[config.mk]
export PLATFORM = sky130hd
export DESIGN_NAME = aes_encrypt_iter_ctrl
export DESIGN_NICKNAME = d
export VERILOG_FILES = /design/src/rtl/aes_encrypt_iter_ctrl.sv
export SDC_FILE = /design/constraint.sdc
export NUM_CORES = 1
export LEC_CHECK = 0
export ABC_AREA = 0
export CORE_AREA = 2 2 255 257
export DETAILED_ROUTE_END_ITERATION = 12
export DIE_AREA = 0 0 257 259
export MAX_ROUTING_LAYER = met4
export REMOVE_ABC_BUFFERS = 1
export SYNTH_ARGS = -nofsm -noshare
export SYNTH_HDL_FRONTEND = slang
export SYNTH_SLANG_ARGS = --single-unit
[constraint.sdc]
create_clock -name clk -period 2 [get_ports clk]
set_input_delay 0.2 -clock clk [delete_from_list [all_inputs] [get_ports clk]]
set_output_delay 0.2 -clock clk [all_outputs]
set_load 0.02 [all_outputs]
[src/rtl/aes_encrypt_iter_ctrl.sv]
//==============================================================================
// Module  : aes_encrypt_iter_ctrl
// Brief   : Iterative AES-128 encryption controller around a one-round datapath.
// Revision: 1.0 - initial release
//==============================================================================
`timescale 1ns/1ps
`default_nettype none

module aes_encrypt_iter_ctrl #(
  parameter int NR = 10
) (
  input  logic         clk,
  input  logic         rst,
  input  logic         start,
  input  logic [127:0] plaintext,
  output logic         ready,
  output logic         busy,
  output logic [3:0]   key_idx,
  input  logic [127:0] round_key,
  output logic [127:0] round_in,
  output logic         round_is_last,
  input  logic [127:0] round_out,
  output logic [127:0] ciphertext,
  output logic         done
);

  localparam logic [3:0] LAST_RND = 4'(NR);

  typedef enum logic [1:0] {
    IDLE = 2'b01,
    RUN  = 2'b10
  } fsm_t;

  fsm_t         fsm, fsm_next;
  logic [127:0] state_reg, state_next;
  logic [127:0] ct_next;
  logic [3:0]   rnd, rnd_next;
  logic         done_next;

  always_ff @(posedge clk) begin
    if (rst) begin
      fsm        <= IDLE;
      state_reg  <= '0;
      rnd        <= '0;
      ciphertext <= '0;
      done       <= 1'b0;
    end else begin
      fsm        <= fsm_next;
      state_reg  <= state_next;
      rnd        <= rnd_next;
      ciphertext <= ct_next;
      done       <= done_next;
    end
  end

  always_comb begin
    fsm_next      = fsm;
    state_next    = state_reg;
    rnd_next      = rnd;
    ct_next       = ciphertext;
    done_next     = 1'b0;
    ready         = 1'b0;
    busy          = 1'b0;
    key_idx       = 4'd0;
    round_is_last = 1'b0;
    round_in      = state_reg;

    case (fsm)
      IDLE: begin
        ready = 1'b1;
        if (start) begin
          // Initial AddRoundKey uses key 0, which is what key_idx requests here.
          state_next = plaintext ^ round_key;
          rnd_next   = 4'd1;
          fsm_next   = RUN;
        end
      end
      RUN: begin
        busy          = 1'b1;
        key_idx       = rnd;
        round_is_last = (rnd == LAST_RND);
        if (rnd == LAST_RND) begin
          ct_next    = round_out;
          done_next  = 1'b1;
          state_next = round_out;
          rnd_next   = 4'd0;
          fsm_next   = IDLE;
        end else if (rnd < LAST_RND) begin
          state_next = round_out;
          rnd_next   = rnd + 4'd1;
        end else begin
          // A round counter past the last round can only come from corruption.
          rnd_next = 4'd0;
          fsm_next = IDLE;
        end
      end
      default: begin
        rnd_next = 4'd0;
        fsm_next = IDLE;
      end
    endcase
  end

endmodule

`default_nettype wire

# Word-level counts from Yosys, hierarchy flattened
# Index checks and enable logic that the tools add are counted.
# classes
addsub,1
magnitude_cmp,1
n_eq_ne,6
mux,17
bitwise_logic,2
reduce_logical,5
# op_table
op,n
$mux 128,3
$pmux 128 s2,1
$xor 128x128->128,1
$mux 4,4
$pmux 4 s2,1
$mux 2,3
$ne 3x3->1 const B,2
$add 4x1->4 const B,1
$eq 4x4->1 const B,1
$lt 4x4->1 const B,1
$mux 1,4
$pmux 2 s2,1
$reduce_and 2->1,2
$reduce_and 3->1,1
$eq 2x1->1 const B,1
$eq 2x2->1 const B,1
$ne 2x2->1 const B,1
$reduce_bool 2->1,1
$reduce_or 2->1,1
$not 1->1,1
# word_totals
reg_bits,263
inputBits,387

# Depth between registers and ports, before layout
# Gate-level depths: netlist (run 1).
# depth
ltp_word,4
mapped_depth,9
depth_no_buf,6

# Least setup slack after synthesis (run 1)
# OpenSTA, ideal clock, no wires.
# synth_timing
kind,register to register
startpoint,register fsm[0]
endpoint,register ciphertext[0]
arrival_time_ns,1.873
path_slack_ns,0.010
path_stages_with_launch,9
period_less_slack_ns,1.990
cell_sequence,dfxtp_1 inv_1 ha_1 nand2_1 nor3b_2 nor2_1 clkbuf_1 buf_2 a22o_1
# synth_between
elab_chain_cells,2
# synth_lines
element,line_no,text
from (decl),34,"fsm_t fsm, fsm_next;"
from (signal assigned),48,fsm <= fsm_next;
$eq 2x2->1,68,case (fsm)
$reduce_and 2->1 (no source line),-,
to (signal assigned),51,ciphertext <= ct_next;
to (decl),23,"output logic [127:0] ciphertext,"
# No other way between the ends.
# A chain may end at the register's enable or synchronous reset.

# Worst setup path in the final report (run 1)
# layout_timing
startpoint,register fsm[0]
endpoint,output key_idx[1]
# layout_between
elab_chain_cells,2
# layout_lines
element,line_no,text
$eq 2x2->1,68,
$mux 4,68,
to (decl),18,"output logic [3:0] key_idx,"
# No other way between the ends.

==> out/results.ini, run 1 <==
[routing]
dr.pass1.iters=5
drt_iter0_drc=574
wl_um=46900
vias_per_cell=4.42
wire_per_inst_um=16.6
wl_met3_um=2770
num_vias=12473
top_layer=met4
drc=0
ant_nets=0
met2_length_um=23900
wl_met1_um=18800

[grt]
grt_first_pass_wirelength_um=68800
antenna_found_initial=0
groute.usage.overall_pct=13.3
grt_pass1_vias=12303
overflow=0
grt_start_max_net_pins=133

[finish]
fin_util_pct=33.2
final_nets=2339
drive_above_1_share_pct=8.80
final_cell_mix=clkdlybuf4s50_1, dfxtp_1, a21oi_1
area_growth_pct=70.0
diodes=0
final_common_cell=clkdlybuf4s50_1
fin_cells=2821

[synthesis]
yosysWarnings=0
synth-seq-cells=263
avgSynthCellArea_um2=9.28
synthArstFlopShare_pct=0
synth_cell_types=33
synth_ff_type=dfxtp_1
synth_cells=1344
yosysSeqAreaShare_pct=42.2
synth_edf_count=0
syn_area_mm2=0.0125

[run]
maxCapViolations=0

[outcome]
status=completed

[sta]
setup_viol=0
fmax_mhz=526
drv_slew=0
fin_skew_ns=0.00868
finalCritPeriodShare_pct=95.0
slew_headroom_pct=68.9
finalHoldViolCount=0
grt_setup_unrepaired=no
hold_slack_ns=0.111
tightest_slew_ns=0.467
min_period_ns=1.90

[cts]
cts_tree=built
cts.reportedPaths.clkPinSlew_ns=0.05
htreeDepth=2
clockBufferDepth=3
clk_latency_ns=0.52
clockRootBuffer=clkbuf_16
cts_made_buffers=34
cts_sinks=263

[die]
rows=93
core_area_mm2=0.0639
die_w_um=257
die_y_um=259
ioPinCount=651
start_util_pct=19.5
die_area_mm2=0.0666

[placement]
numPortBuffers=650
dp_hpwl_um=33600
place.gp.congestion=0.859
dpl.cell_count=2753

[worst_setup_path]
startpoint_type=register
setup.worst_path.class=register to output pin
arrival_ns=1.70
cp_data_required_time_ns=1.80
end_kind=output pin
crit_fanout=17

[power_and_ir_drop]
cellPowerDensity_mw_per_mm2=741
vdd_ir_drop_max_mv=0.402
leakagePower_nw=7.70

[worst_hold_path]
hp-class=input pin to register

state kept, by name, indices dropped and copies added (netlist names):
register	count
done	1
round_in	128
ciphertext	128
rnd	4
fsm	2
power by group:
group	switching, W	total (W)	internal [W]
sequential	0.000171	0.00580	0.00562
clock	0.00233	0.00578	0.00345
combinational	0.00205	0.00414	0.00209
total	0.00456	0.0157	0.0112
worst paths after layout:
path,startpoint,slack (ns),cells after the start,endpoint
setup / recovery,fsm[0]$_SDFFE_PP1P_,0.10,5,key_idx[1]
hold / removal,rst,0.11,2,rnd[1]$_SDFFE_PP0P_
setup reg to reg,rnd[0]$_SDFFE_PP0P_,0.14,8,round_in[85]$_SDFFE_PP0P_
hold reg to reg,ciphertext[0]$_SDFFE_PP0P_,0.47,1,ciphertext[0]$_SDFFE_PP0P_
worst max-delay path, stage by stage (launching register included):
cell and delay, ns:
dfxtp_2 0.32, inv_1 0.09, ha_4 0.18, buf_16 0.18, and2_1 0.15, clkdlybuf4s15_2 0.26
Yosys cell counts, types with 2 or more instances:
cell type | count | area share (%)
clkbuf_1 | 61 | 1.8
dfxtp_1 | 263 | 42
o21ai_1 | 3 | 0.12
nor2b_1 | 129 | 6.5
o41ai_1 | 88 | 6.2
o21ai_0 | 126 | 5.1
buf_6 | 7 | 0.63
a21o_1 | 2 | 0.12
o41ai_2 | 40 | 5.2
nand2_1 | 6 | 0.18
a22o_1 | 128 | 9.0
inv_1 | 4 | 0.12
a21oi_1 | 133 | 5.3
and2_1 | 3 | 0.15
xnor2_1 | 128 | 9.0
nor2_1 | 129 | 3.9
buf_1 | 2 | 0.060
buf_4 | 13 | 0.78
or3_1 | 2 | 0.10
ha_1 | 4 | 0.40
nand2b_1 | 3 | 0.15
buf_2 | 59 | 2.4
stage by stage:
stage | cell area [um2] | setup WS (ns) | TNS (ns) | power (W)
floorplan | 11800 | -15.20 | -2833.02 | 0.00756
global placement | 19900 | 0.0949 | 0 | 0.00983
detailed placement | 19900 | 0.00440 | 0 | 0.00990
CTS | 21000 | -0.0171 | -0.0171 | 0.0159
global route | 21200 | 0.00552 | 0 | 0.0165
finish | 21200 | 0.100 | 0 | 0.0157
layer usage:
metal	vias up	track usage, %
met5	-	-
met4	0	4.47
met3	77	3.15
met2	440	23.2
met1	5863	14.8
li1	6093	-
cells by family after synthesis:
logic type,synth area share (%)
AOI/OAI and AO/OA,31.3
xor gates and xnor gates,8.99
adders and majority gates,0.401
buffers and inverters,5.83
DFF,42.2
and+or+nand+nor,11.2
repair_timing:
action | 4_1_cts | 5_1_grt
cloned | 2 | 2
resized for setup | 22 | 26
pin swaps | 1 | 3
setup buffers | 0 | 10
hold buffers | 0 | 0
endpoints found under the setup margin | 8 | 129
layout make-up:
type,count,area (um2)
inverter,5,18.8
tap,855,1070
clock buffer,43,946
timing repair buffer,710,7240
multi-input combinational,934,6570
sequential,263,5270
fill,6431,42700
clock inverter,11,88.8
Note: power is estimated with default switching activity, not from simulation.
==> inputs of run 2 (changes only) <==
==> constraint.sdc (replaced) <==
create_clock -name clk -period 2 [get_ports clk]
set_input_delay 0.3 -clock clk [delete_from_list [all_inputs] [get_ports clk]]
set_output_delay 0.3 -clock clk [all_outputs]
set_load 0.02 [all_outputs]
==> out/results.ini, run 2 (synthesized netlist as in run 1, its figures left out) <==
[worst_setup_path]
end_kind=output pin
cp_top_family=buffers and inverters
setup.worst_path.class=register to output pin
startpoint_type=register
r2r_setup_slack_ns=0.13  ; about the same
crit_buf_inv=1  ; -2
cp_data_required_time_ns=1.70  ; -0.10 ns
cp_cell_sequence=clkdlybuf4s50_1
max_stage_delay_ns=0.64  ; +0.32 ns
arrival_ns=1.62  ; -0.08 ns
crit_slowest_cell=clkdlybuf4s50_1
crit_fanout=2  ; -15

[die]
rows=93  ; unchanged
core_area_mm2=0.0639  ; unchanged
ioPinCount=651  ; unchanged
start_util_pct=19.5  ; unchanged
die_w_um=257  ; unchanged
die_area_mm2=0.0666  ; unchanged
die_y_um=259  ; unchanged

[placement]
dp_hpwl_um=33600  ; about the same
numPortBuffers=650  ; unchanged
place.gp.congestion=0.850  ; -1.1%

[sta]
fmax_mhz=522  ; -0.90%
grt_setup_unrepaired=yes
finalCritPeriodShare_pct=95.9  ; +0.86 points
setup_viol=0  ; unchanged
slew_headroom_pct=56.5  ; -12 points
min_period_ns=1.92  ; +0.0172 ns
setup-tns-final_ns=0  ; unchanged
drv_slew=0  ; unchanged
fin_skew_ns=0.0122  ; +0.00355 ns
finalHoldViolCount=0  ; unchanged
tightest_slew_ns=0.652  ; +0.185 ns
hold_slack_ns=0.126  ; +0.0152 ns

[grt]
grt_first_pass_wirelength_um=68200  ; -0.82%
grt_pass1_vias=12342  ; +0.32%
groute.usage.overall_pct=13.0  ; -0.31 points
grt_start_max_net_pins=125  ; -6.0%
overflow=0  ; unchanged
antenna_found_initial=0  ; unchanged

[worst_hold_path]
hp-class=input pin to register

[routing]
wire_per_inst_um=15.9  ; -4.3%
ant_nets=0  ; unchanged
drt_iter0_drc=438  ; -24%
drc=0  ; unchanged
dr.pass1.iters=4  ; -1
wl_um=44700  ; -4.6%
num_vias=12207  ; -2.1%
vias_per_cell=4.34  ; -1.8%

[finish]
final_cell_mix=clkdlybuf4s50_1, dfxtp_1, a21oi_1
drive_above_1_share_pct=8.12  ; -0.67 points
final_nets=2327  ; -0.51%
fill_cells=6456  ; +0.39%
area_growth_pct=68.1
final_common_cell=clkdlybuf4s50_1
diodes=0  ; unchanged

[cts]
cts_made_buffers=31  ; -8.8%
postCtsSetupBuffers=0  ; unchanged
clockRootBuffer=clkbuf_16
cts_sinks=263  ; unchanged
clockBufferDepth=3  ; unchanged
cts.reportedPaths.clkPinSlew_ns=0.06  ; about the same
clk_latency_ns=0.57  ; +0.05 ns
htreeDepth=1  ; -1
cts_tree=built

[outcome]
status=completed

[run]
maxCapViolations=0  ; unchanged

[power_and_ir_drop]
vdd_ir_drop_max_mv=0.555  ; +38%
cellPowerDensity_mw_per_mm2=736  ; -0.72%
leakagePower_nw=7.59  ; -1.5%

run 2: cell type report:
cell class / count / area [um2] / area share [%]
Clock buffer: 50 / 977 / 4.66
Clock inverter: 4 / 45.0 / 0.215
Inverter: 5 / 18.8 / 0.0895
Multi-Input combinational cell: 934 / 6530 / 31.1
Sequential cell: 263 / 5270 / 25.1
Tap cell: 855 / 1070 / 5.10
Timing Repair Buffer: 701 / 7060 / 33.7
run 2: path summary, 6_finish.rpt:
path | start | end | cells past startpoint
min reg2reg | ciphertext[111]$_SDFFE_PP0P_ | ciphertext[111]$_SDFFE_PP0P_ | 1
min | rst | rnd[2]$_SDFFE_PP0P_ | 2
max reg2reg | fsm[0]$_SDFFE_PP1P_ | round_in[124]$_SDFFE_PP0P_ | 7
max | ciphertext[7]$_SDFFE_PP0P_ | ciphertext[7] | 1
run 2: report_power, final:
group	internal, W	total [W]	switching, W
Sequential	0.00562	0.00579	0.000168
Combinational	0.00203	0.00399	0.00196
Clock	0.00342	0.00565	0.00223
run 2: layer usage:
layer  track usage [%]  share of wire, %  up-vias
li1                  -                 -     6051
met1              14.4                40     5690
met2              22.8                50      393
met3              3.23               6.2       73
met4              3.86               3.1        0
met5                 -                 0        -
run 2: metrics by stage:
step                cells  power [W]  instance area [um2]  util, %  worst slack (ns)
finish               2812     0.0154                21000     32.8            0.0830
CTS                  2812     0.0157                21000     32.8           0.00426
detailed placement   2758    0.00992                20000     31.2            0.0670
floorplan            1202    0.00756                11800        -            -15.20
global route         2812     0.0162                21000     32.8           -0.0184
global placement     2758    0.00986                20000     31.2             0.140
run 2: timing repair:
| action | 4_1_cts | 5_1_grt |
|---|---|---|
| endpoints found under the setup margin | 8 | 20 |
| pin swaps | 1 | 3 |
| hold buffers | 0 | 0 |
| gates resized for setup | 31 | 3 |
==> inputs of run 3 (changes only) <==
--- a/config.mk
+++ b/config.mk
@@ -11,6 +11,7 @@
 export DIE_AREA = 0 0 257 259
 export MAX_ROUTING_LAYER = met4
 export REMOVE_ABC_BUFFERS = 1
+export SETUP_SLACK_MARGIN = 0.15
 export SYNTH_ARGS = -nofsm -noshare
 export SYNTH_HDL_FRONTEND = slang
 export SYNTH_SLANG_ARGS = --single-unit
==> out/results.ini, run 3 (synthesized netlist as in run 1, its figures left out) <==
[outcome]
status=completed

[die]
rows=93  ; unchanged
die_w_um=257  ; unchanged
ioPinCount=651  ; unchanged
start_util_pct=19.5  ; unchanged
core_area_mm2=0.0639  ; unchanged
die_area_mm2=0.0666  ; unchanged
die_y_um=259  ; unchanged

[routing]
num_vias=12647  ; +3.6%
dr.pass1.iters=4  ; unchanged
drt_iter0_drc=475  ; +8.4%
wire_per_inst_um=18.3  ; +15%
drc=0  ; unchanged
vias_per_cell=4.45  ; +2.5%
wl_um=52100  ; +16%
ant_nets=0  ; unchanged

[cts]
htreeDepth=1  ; unchanged
cts_sinks=263  ; unchanged
clockBufferDepth=3  ; unchanged
cts.reportedPaths.clkPinSlew_ns=0.06  ; about the same
cts_made_buffers=31  ; unchanged
clk_latency_ns=0.57  ; about the same
clockRootBuffer=clkbuf_16
cts_tree=built
hold_buffers=0  ; unchanged

[grt]
grt_first_pass_wirelength_um=70800  ; +3.8%
grt_start_max_net_pins=123  ; -1.6%
grt_pass1_vias=12548  ; +1.7%
antenna_found_initial=2  ; +2
overflow=0  ; unchanged
groute.usage.overall_pct=13.5  ; +0.57 points

[finish]
fin_area_mm2=0.0217  ; +3.6%
diodes=0  ; unchanged
final_cell_mix=clkdlybuf4s50_1, dfxtp_1, dlygate4sd2_1
final_nets=2358  ; +1.3%
fill_cells=6462  ; +0.093%
final_common_cell=clkdlybuf4s50_1
drive_above_1_share_pct=11.2  ; +3.1 points
area_growth_pct=74.2

[sta]
fin_skew_ns=0.00957  ; -0.00266 ns
finalHoldViolCount=0  ; unchanged
min_period_ns=1.86  ; -0.0557 ns
setup_slack_ns=0.139  ; +0.0557 ns
fmax_mhz=537  ; +3.0%
hold_slack_ns=0.134  ; +0.00725 ns
setup_viol=0  ; unchanged
drv_slew=0  ; unchanged
finalCritPeriodShare_pct=93.1  ; -2.8 points
slew_headroom_pct=69.4  ; +13 points
tightest_slew_ns=0.459  ; -0.193 ns
grt_setup_unrepaired=yes

[worst_setup_path]
arrival_ns=1.56  ; -0.06 ns
r2r-end=ciphertext[10]$_SDFFE_PP0P_
cp_cell_sequence=inv_2, ha_4, nand2_4, nor3b_4, buf_6
end_kind=output pin
r2r-start=fsm[0]$_SDFFE_PP1P_
crit_slowest_cell=dfxtp_2
max_stage_delay_ns=0.32  ; -0.32 ns
path_depth=5  ; +4
crit_fanout=4  ; +2
ff2ff_path_depth=9  ; +2
crit_buf_inv=2  ; +1
setup.worst_path.class=register to output pin
cp_data_required_time_ns=1.70  ; about the same
startpoint_type=register
cp_top_family=flip-flops
critPathLaunch=fsm[0]$_SDFFE_PP1P_
cp-endpoint=round_is_last
r2r_setup_slack_ns=0.18  ; +0.05 ns

[placement]
dp_hpwl_um=33600  ; unchanged
place.gp.congestion=0.850  ; unchanged
postPlaceCellArea_mm2=0.0200  ; unchanged
preCtsSetupSlack_ns=0.0670  ; unchanged
numPortBuffers=650  ; unchanged

[run]
maxCapViolations=0  ; unchanged

[power_and_ir_drop]
vdd_ir_drop_max_mv=0.566  ; +1.9%
leakagePower_nw=9.59  ; +26%
cellPowerDensity_mw_per_mm2=727  ; -1.3%

[worst_hold_path]
hp-class=input pin to register

[run 3: cell types whose count changed in the layout (fill, tap and decap cells not counted), sizes merged]
cell           change
buf               +17
bufbuf             +1
clkbuf            +14
clkdlybuf4s15      -1
clkdlybuf4s50    -249
dlygate4sd2      +217
dlymetal6s2s      +32
[run 3: per-stage QoR]
stage,util (%),cells,power (W),setup TNS [ns]
after detailed placement,31.2,2758,0.00992,0
after CTS,32.7,2822,0.0157,0
after floorplan,-,1202,0.00756,-2833.62
final,34.0,2843,0.0158,0
after global routing,34.0,2843,0.0165,0
after global placement,31.2,2758,0.00986,0
[run 3: final cells by class]
class / instances / area [um2] / share of cell area, %
clock inverter: 4 / 45.0 / 0.207
inverter: 5 / 21.3 / 0.0979
timing repair buffer: 732 / 7580 / 34.9
sequential: 263 / 5270 / 24.2
tap: 855 / 1070 / 4.92
multi-input combinational: 934 / 6770 / 31.1
clock buffer: 50 / 977 / 4.50
[run 3: metal layers]
metal / track usage (%) / routed length (um) / share of wire (%) / up-vias
met5: - / 0 / 0 / -
met4: 3.78 / 1480 / 2.8 / 0
met3: 3.19 / 2870 / 5.5 / 77
met2: 23.7 / 26200 / 50 / 419
met1: 15.3 / 21500 / 41 / 6035
li1: - / - / - / 6116
[run 3: repair_timing]
| item | CTS | global route |
|---|---|---|
| pin swaps | 5 | 3 |
| resized for setup | 274 | 91 |
| setup endpoints to repair | 310 | 237 |
| setup buffers | 7 | 5 |
| hold endpoints to repair | 0 | 0 |
| gates cloned | 3 | 16 |
[run 3: worst min path at each step]
stage,startpoint,to,slack [ns],cells after the start
final,rst,rnd[0]$_SDFFE_PP0P_,0.13,2
after global routing,rst,rnd[2]$_SDFFE_PP0P_,0.12,2
after CTS,rst,rnd[2]$_SDFFE_PP0P_,0.09,2
after detailed placement,ciphertext[16]$_SDFFE_PP0P_,ciphertext[16]$_SDFFE_PP0P_,0.46,1
after global placement,ciphertext[118]$_SDFFE_PP0P_,ciphertext[118]$_SDFFE_PP0P_,0.46,1
after floorplan,rst,rnd[0]$_SDFFE_PP0P_,0.37,1
[run 3: where the power goes]
part / leakage (nW) / internal (W) / switching (W)
combinational: 6.94 / 0.00207 / 0.00226
sequential: 2.14 / 0.00562 / 0.000156
clock: 0.508 / 0.00342 / 0.00227
